## src/rtl/run_timer_if.sv

```systemverilog
// run_timer_if: command/tick inputs and time/best outputs of the Runner elapsed-run timer.
//   tick_10ms  10 ms tick pulse from the divider (asynchronous to clk)
//   start      start/resume request
//   pause      pause request
//   stop       end of run
//   clear      return to idle and zero the time
//   time_bcd   {min_t,min_u,sec_t,sec_u,cs_t,cs_u}, 4 bits per BCD digit
//   running    1 while the timer is in the running state
//   overflow   sticky saturation flag
//   best_bcd   best finished time, same digit format as time_bcd
//   new_best   one-clk pulse when best_bcd is updated
// master: the controller driving commands; slave: the timer itself.
interface run_timer_if;
    logic        tick_10ms;
    logic        start;
    logic        pause;
    logic        stop;
    logic        clear;
    logic [23:0] time_bcd;
    logic        running;
    logic        overflow;
    logic [23:0] best_bcd;
    logic        new_best;

    modport master (
        output tick_10ms, start, pause, stop, clear,
        input  time_bcd, running, overflow, best_bcd, new_best
    );

    modport slave (
        input  tick_10ms, start, pause, stop, clear,
        output time_bcd, running, overflow, best_bcd, new_best
    );
endinterface

```

## src/rtl/run_timer.sv

```systemverilog
// run_timer: elapsed-run timer for the Runner game.
// Synchronises the 10 ms divider tick, edge-detects it into a one-clk tick and counts it
// in BCD MM:SS.CC under a start/pause/stop/clear FSM. Optionally keeps the best
// (lowest) finished, non-overflowed run time.
// Ports:
//   clk     system clock
//   reset   asynchronous, active-high reset
//   io_bus  run_timer_if.slave (tick_10ms, start, pause, stop, clear in;
//           time_bcd, running, overflow, best_bcd, new_best out)
// Parameters:
//   SYNC_STAGES  synchroniser depth on tick_10ms (2..4)
//   MAX_MIN      minute value at which the count saturates (0..59)
// Configuration macro:
//   BEST_TIME_EN  defined: best-time register, comparator and new_best pulse are built.
//                 undefined: best_bcd reads 0 and new_best stays 0.
module run_timer #(
    parameter int unsigned SYNC_STAGES = 2,
    parameter int unsigned MAX_MIN     = 59
) (
    input logic         clk,
    input logic         reset,
    run_timer_if.slave  io_bus
);

    localparam logic [3:0]  MAX_MIN_T = 4'(MAX_MIN / 10);
    localparam logic [3:0]  MAX_MIN_U = 4'(MAX_MIN % 10);
    localparam logic [23:0] SAT_VALUE = {MAX_MIN_T, MAX_MIN_U, 4'd5, 4'd9, 4'd9, 4'd9};

    typedef enum logic [1:0] {StIdle, StRunning, StPaused, StStopped} state_e;

    logic [SYNC_STAGES-1:0] r_sync;
    logic                   r_tick_prev;
    logic                   w_tk;
    logic                   w_sat;
    state_e                 r_state;
    logic [23:0]            r_time;
    logic                   r_running;
    logic                   r_overflow;

    // BCD increment with digit-wise carry; minutes never pass 59 because of saturation.
    function automatic logic [23:0] bcd_inc(input logic [23:0] t);
        logic [23:0] n;
        n = t;
        if (t[3:0] != 4'd9) begin
            n[3:0] = t[3:0] + 4'd1;
        end else begin
            n[3:0] = 4'd0;
            if (t[7:4] != 4'd9) begin
                n[7:4] = t[7:4] + 4'd1;
            end else begin
                n[7:4] = 4'd0;
                if (t[11:8] != 4'd9) begin
                    n[11:8] = t[11:8] + 4'd1;
                end else begin
                    n[11:8] = 4'd0;
                    if (t[15:12] != 4'd5) begin
                        n[15:12] = t[15:12] + 4'd1;
                    end else begin
                        n[15:12] = 4'd0;
                        if (t[19:16] != 4'd9) begin
                            n[19:16] = t[19:16] + 4'd1;
                        end else begin
                            n[19:16] = 4'd0;
                            n[23:20] = t[23:20] + 4'd1;
                        end
                    end
                end
            end
        end
        return n;
    endfunction

    // Tick synchroniser and rising-edge detect: one tk per pulse whatever its width.
    always_ff @(posedge clk or posedge reset) begin
        if (reset) begin
            r_sync      <= '0;
            r_tick_prev <= 1'b0;
        end else begin
            r_sync      <= {r_sync[SYNC_STAGES-2:0], io_bus.tick_10ms};
            r_tick_prev <= r_sync[SYNC_STAGES-1];
        end
    end

    assign w_tk  = r_sync[SYNC_STAGES-1] & ~r_tick_prev;
    assign w_sat = (r_time == SAT_VALUE);

    // Control FSM with registered outputs. Commands take precedence over a coincident tk,
    // so a tick arriving with stop/pause/clear/start-from-idle-or-paused is dropped.
    always_ff @(posedge clk or posedge reset) begin
        if (reset) begin
            r_state    <= StIdle;
            r_time     <= '0;
            r_running  <= 1'b0;
            r_overflow <= 1'b0;
        end else if (io_bus.clear) begin
            r_state    <= StIdle;
            r_time     <= '0;
            r_running  <= 1'b0;
            r_overflow <= 1'b0;
        end else begin
            case (r_state)
                StIdle: begin
                    if (io_bus.start) begin
                        r_state   <= StRunning;
                        r_running <= 1'b1;
                    end
                end
                StRunning: begin
                    if (io_bus.stop) begin
                        r_state   <= StStopped;
                        r_running <= 1'b0;
                    end else if (io_bus.pause) begin
                        r_state   <= StPaused;
                        r_running <= 1'b0;
                    end else if (w_tk) begin
                        if (w_sat) begin
                            r_overflow <= 1'b1;
                        end else begin
                            r_time <= bcd_inc(r_time);
                        end
                    end
                end
                StPaused: begin
                    if (io_bus.stop) begin
                        r_state <= StStopped;
                    end else if (io_bus.start) begin
                        r_state   <= StRunning;
                        r_running <= 1'b1;
                    end
                end
                StStopped: begin
                    // Only clear leaves this state.
                end
                default: begin
                    r_state   <= StIdle;
                    r_running <= 1'b0;
                end
            endcase
        end
    end

    assign io_bus.time_bcd = r_time;
    assign io_bus.running  = r_running;
    assign io_bus.overflow = r_overflow;

`ifdef BEST_TIME_EN
    logic        w_to_stopped;
    logic [23:0] r_best;
    logic        r_best_valid;
    logic        r_new_best;

    // Same condition the FSM uses to enter StStopped; the time is frozen that cycle.
    assign w_to_stopped = !io_bus.clear && io_bus.stop &&
                          ((r_state == StRunning) || (r_state == StPaused));

    // Plain unsigned compare orders packed BCD values correctly.
    always_ff @(posedge clk or posedge reset) begin
        if (reset) begin
            r_best       <= '0;
            r_best_valid <= 1'b0;
            r_new_best   <= 1'b0;
        end else begin
            r_new_best <= 1'b0;
            if (w_to_stopped && !r_overflow && (!r_best_valid || (r_time < r_best))) begin
                r_best       <= r_time;
                r_best_valid <= 1'b1;
                r_new_best   <= 1'b1;
            end
        end
    end

    assign io_bus.best_bcd = r_best;
    assign io_bus.new_best = r_new_best;
`else
    assign io_bus.best_bcd = 24'h0;
    assign io_bus.new_best = 1'b0;
`endif

endmodule

```

## src/flat_wrapper.sv

```systemverilog
// flat-port wrapper written by rule: the top's interface ports become plain ports
module run_timer_flat 
#(
    parameter int unsigned SYNC_STAGES = 2,
    parameter int unsigned MAX_MIN     = 59
)
  (clk, reset, io_bus_tick_10ms, io_bus_start, io_bus_pause, io_bus_stop, io_bus_clear, io_bus_time_bcd, io_bus_running, io_bus_overflow, io_bus_best_bcd, io_bus_new_best);
  run_timer_if io_bus_i ();
  input logic clk;
  input logic reset;
  input wire logic [$bits(io_bus_i.tick_10ms)-1:0] io_bus_tick_10ms;
  input wire logic [$bits(io_bus_i.start)-1:0] io_bus_start;
  input wire logic [$bits(io_bus_i.pause)-1:0] io_bus_pause;
  input wire logic [$bits(io_bus_i.stop)-1:0] io_bus_stop;
  input wire logic [$bits(io_bus_i.clear)-1:0] io_bus_clear;
  output wire logic [$bits(io_bus_i.time_bcd)-1:0] io_bus_time_bcd;
  output wire logic [$bits(io_bus_i.running)-1:0] io_bus_running;
  output wire logic [$bits(io_bus_i.overflow)-1:0] io_bus_overflow;
  output wire logic [$bits(io_bus_i.best_bcd)-1:0] io_bus_best_bcd;
  output wire logic [$bits(io_bus_i.new_best)-1:0] io_bus_new_best;
  assign io_bus_i.tick_10ms = io_bus_tick_10ms;
  assign io_bus_i.start = io_bus_start;
  assign io_bus_i.pause = io_bus_pause;
  assign io_bus_i.stop = io_bus_stop;
  assign io_bus_i.clear = io_bus_clear;
  assign io_bus_time_bcd = io_bus_i.time_bcd;
  assign io_bus_running = io_bus_i.running;
  assign io_bus_overflow = io_bus_i.overflow;
  assign io_bus_best_bcd = io_bus_i.best_bcd;
  assign io_bus_new_best = io_bus_i.new_best;
  run_timer #(.SYNC_STAGES(SYNC_STAGES), .MAX_MIN(MAX_MIN)) u_core (.clk(clk), .reset(reset), .io_bus(io_bus_i));
endmodule
```

## config.mk

```make
export PLATFORM = sky130hd
export DESIGN_NAME = run_timer_flat
export DESIGN_NICKNAME = d
export VERILOG_FILES = /design/src/rtl/run_timer_if.sv /design/src/rtl/run_timer.sv /design/src/flat_wrapper.sv
export SDC_FILE = /design/constraint.sdc
export NUM_CORES = 1
export LEC_CHECK = 0
export CORE_UTILIZATION = 40
export CTS_CLUSTER_DIAMETER = 120
export DETAILED_ROUTE_END_ITERATION = 16
export PLACE_DENSITY = 0.79
export SETUP_SLACK_MARGIN = 0.2
export SKIP_CTS_REPAIR_TIMING = 1
export SKIP_LAST_GASP = 1
export SYNTH_ARGS = -nofsm -noshare
export SYNTH_HDL_FRONTEND = slang
export SYNTH_SLANG_ARGS = --single-unit
```

## constraint.sdc

```tcl
create_clock -name clk -period 2.5 [get_ports clk]
set_clock_uncertainty 0.1 [all_clocks]
set_input_delay 0.5 -clock clk [delete_from_list [all_inputs] [get_ports clk]]
set_output_delay 0.5 -clock clk [all_outputs]
set_load 0.05 [all_outputs]
```

Word level (Yosys, flattened, before mapping)

Index checks and enable logic that the tools add are counted.

Add/subtract/negate cells: 6
Bitwise operators: 2
Multiplexer cells: 34
Equal/unequal tests: 18
Reduce and logical (&&, ||, !) cells: 14

Operators with widths:

| kind                   | count |
|---|---|
| $mux W24               | 6 |
| $add A4 B1 Y4 const B  | 6 |
| $eq A24 B23 Y1 const B | 1 |
| $mux W4                | 6 |
| $mux W20               | 1 |
| $ne A4 B4 Y1 const B   | 5 |
| $mux W16               | 1 |
| $mux W12               | 1 |
| $ne A2 B2 Y1 const B   | 6 |
| $mux W1                | 11 |
| $mux W2                | 5 |
| $reduce_and A10 Y1     | 1 |
| $reduce_and A5 Y1      | 2 |
| $reduce_and A9 Y1      | 1 |
| $mux W8                | 1 |
| $reduce_and A8 Y1      | 1 |
| $reduce_and A7 Y1      | 1 |
| $pmux W2 S3            | 1 |
| $reduce_and A6 Y1      | 1 |
| $reduce_bool A2 Y1     | 3 |
| $ne A2 B1 Y1 const B   | 2 |
| $ne A4 B3 Y1 const B   | 1 |
| $reduce_bool A4 Y1     | 1 |
| $ne A3 B3 Y1 const B   | 1 |
| 8 further kinds        | 8 |

Register bits: 31
Word-level logic and storage cells: 85
Output and inout bits: 51
Input bits: 7

Logic depth before layout (Yosys ltp)

Depth in word-level cells: 12
Depth in mapped cells: 9
Depth with buffers taken out: 7

Worst setup path after synthesis

Ideal clock, no wire load.

Kind: register to register
From: register u_core.r_time[16] (netlist: u_core.io_bus.time_bcd[16])
To: register u_core.r_time[23] (netlist: u_core.io_bus.time_bcd[23])
Slack: -111 ps
Required time: 2274 ps
Arrival time: 2385 ps
Buffers on the path: 2
Clock period less this slack: 2611 ps
Setup time: 126 ps
Cell stages (with the launch flop): 9
Cells stage by stage: dfrtp_1 ha_1 nand3b_4 or4_4 buf_6 o2111ai_2 buf_6 nor2_4 a221o_1

Longest elaborated chain between the ends: 3
Elaborated cells on any way between the ends: 5
Classes of those cells: eq/ne: 4; reduce/logical: 1

Ends and longest elaborated chain:

| item                                                  | RTL line                         | text |
|---|---|---|
| start, declared                                       | run_timer.sv:36                  | `logic [23:0] r_time;` |
| start signal, assigned                                | run_timer.sv:119                 | `r_time <= bcd_inc(r_time);` |
| $eq A24 B23 Y1 / $ne A4 B4 Y1 (equally long branches) | run_timer.sv:85, run_timer.sv:60 |  |
| $ne A2 B2 Y1 (no source line)                         | n/a                              |  |
| $reduce_and A10 Y1 (no source line) *                 | n/a                              |  |

Mark *: on every way between the ends. The rest lies on a longest branch, timed or not.
A chain may end at the register's enable or synchronous reset.

Worst setup path after layout

From: register u_core.r_time[1] (netlist: u_core.io_bus.time_bcd[1])
To: register u_core.r_time[23] (netlist: u_core.io_bus.time_bcd[23])

Longest elaborated chain between the ends: 3
Elaborated cells on any way between the ends: 5
Classes of those cells: eq/ne: 4; reduce/logical: 1

Ends and longest elaborated chain:

| item                                                  | RTL line |
|---|---|
| $eq A24 B23 Y1 / $ne A4 B4 Y1 (equally long branches) | run_timer.sv:85, run_timer.sv:44 |
| $ne A2 B2 Y1 (no source line)                         | n/a |
| $reduce_and A10 Y1 (no source line) *                 | n/a |

Marks and branches as above.

==> run summary <==
DP HPWL: 2920 µm
Ys async rst share: 100%
Die ar.: 0.00540 mm²
Initial Utilization: 42.4%
Nets: 287
Die extent in x: 73.5 µm
Final Cycle Share: 92.9%
Starting DRC count in detailed routing: 83
Chip height: 73.5 µm
Post-synthesis register bit count: 31
Reg2reg setup slack: 0.18 ns
Worst hold path class: register to register
Avg Cell Area, Syn: 9.55 µm²
Maximum VDD drop: 0.338 mV
Buf+Inv Stages, Crit Path: 2
Synth top area cells: dfrtp_1 (38%), buf_4 (9.2%), ha_1 (8.0%), o21ai_0 (4.4%), nand2_1 (2.9%)
Area Growth Syn to Fin: 29.2%
CP max-delay cell: or4_4
Most common cell in the netlist: dfrtp_1
Leading area contributor after synthesis: dfrtp_1
Clock transition at the registers of the reported paths: 0.06 ns
Pwr Total: 1.97 mW
Port Buf Inserts: 32
Mapped Cells: 214
Slew Viols, Final: 0
Pleak: 1.19 nW
Commonest cells post-synth: dfrtp_1 (31), buf_4 (25), o21ai_0 (18)
WS Path Type: register to register
Largest net degree at the start of global routing: 32
First-pass GRT wire length: 6340 µm
Pre-antenna DRT Iters: 4
CP required: 2.56 ns
GR Overflow Total: 0
Max-Cap Viols: 0
CP cell instances: inv_2 > ha_4 > nand3b_1 > or4_4 > o2111ai_4 > buf_6 > nor2_4 > a221o_1
FMAX: 431 MHz
Number of synthesis warnings: 0
Skew-Pair Late Insertion Delay: 0.28 ns
Vias after detailed routing: 1663
RSZ-0062 raised after global routing: yes
Fin crit period: 2.32 ns
Final hold viol count: 0
Synth cell types: 46
Tightest Pin Transition: 0.495 ns
Status: complete, no violations
Main synth FF type: dfrtp_1
Power per cell area: 748 mW/mm²
Clk sink count: 31
Cells after DPL: 318
Ports: 58
DRC viols: 0
Initial antenna violation count: 0
Post-Route WL: 4120 µm
Clock buffer depth: 2
CTS root buffer: clkbuf_8
Slowest stage delay, CP: 0.59 ns
# setup viols final: 0
Critical Path Fanout Max: 6
N_diodes: 0
Core footprint: 0.00482 mm²
Slew HR: 66.7%
Via/cell ratio: 4.96
CTS Buf Count: 5
Sequential share of the synthesized area: 38.0%
Crit end category: register
# rows: 25
CP delay by family, top: simple AND/OR/NAND/NOR gates
Yosys top cell area share: 38.0%
DR WL/cell: 12.3 µm
Critical path startpoint category: register
Fin Setup TNS: 0 ns
CTS tree: done
Post-synth EDFFs: 0
Layout cell share with drive strength beyond 1: 21.3%
Data arrival, critical path: 2.38 ns
Post-DRT Antenna Nets: 0
Number of global-route vias before repair: 1430
Tot GR Track Use: 15.7%
RePlAce Congestion: 0.785
Fin cells: 335
Post-Syn Area: 0.00204 mm²
H-Tree Level Count: 2
state kept, by name, indices dropped and copies added (netlist names):
register	count
u_core.io_bus.running	1
u_core.io_bus.time_bcd	24
u_core.r_tick_prev	1
u_core.r_sync	2
u_core.io_bus.overflow	1
u_core.r_state	2
cell type report:
class	count	area [µm²]
clock buffer	8	100
sequential	31	787
fill	429	2180
tap	67	83.8
inverter	14	52.6
timing repair buffer	53	485
multi-input combinational	162	1130
worst paths after layout:
check,depth (start not counted),end,start
min in group asynchronous,3,u_core.io_bus.time_bcd[11],reset
min,0,u_core.r_sync[1],u_core.r_sync[0]
max,8,u_core.io_bus.time_bcd[23],u_core.io_bus.time_bcd[1]
max reg2reg,8,u_core.io_bus.time_bcd[23],u_core.io_bus.time_bcd[1]
max in group asynchronous,3,u_core.io_bus.time_bcd[4],reset
min reg2reg,0,u_core.r_sync[1],u_core.r_sync[0]
routing by layer:
metal / global-route usage, % / share of wire [%] / wire, µm
met1: 19.1 / 46 / 1890
met2: 25.0 / 48 / 1990
met3: 4.94 / 4.2 / 174
met4: 7.91 / 1.5 / 62
met5: 0 / 0 / 0
metrics by stage:
step / hold WS [ns] / setup WS [ns] / util (%) / instance area [µm²]
after floorplan: 0.231 / 0.104 / - / 2160
after global placement: 0.233 / 0.0129 / 50.3 / 2420
after detailed placement: 0.246 / -0.0926 / 50.3 / 2420
after CTS: 0.254 / 0.145 / 52.4 / 2520
after global routing: 0.261 / 0.0699 / 54.8 / 2640
final: 0.248 / 0.178 / 54.8 / 2640
cell usage in the layout, fill, tap and decap left out, types with 5 or more instances in the layout:
master,synthesis,layout
conb_1,1,25
clkdlybuf4s50_1,0,32
nand2b_1,7,7
nor2_1,12,12
o31ai_1,7,7
nand2_1,16,16
a21oi_1,5,5
inv_1,14,11
dfrtp_2,0,9
buf_4,25,19
clkbuf_8,0,7
dfrtp_1,31,22
nand3_1,7,7
o21ai_0,18,18
o41ai_1,5,5
nor3_1,6,6
ha_1,13,10
kinds of logic after synthesis:
logic type / Yosys count / synth area share [%]
AO/OA/AOI/OAI: 52 / 19.2
adder cells (fa/ha/maj): 13 / 7.96
buffers and inverters: 45 / 13.7
flip-flops: 31 / 38.0
multiplexers: 2 / 1.22
other: 1 / 0.184
AND/OR/NAND/NOR: 70 / 19.8
report_power, final:
group | leakage (nW) | internal, mW | switching (mW)
Sequential | 0.387 | 0.588 | 0.112
Combinational | 0.750 | 0.301 | 0.549
Clock | 0.0515 | 0.251 | 0.173
Total | 1.19 | 1.14 | 0.834
Note: power is estimated with default switching activity, not from simulation.
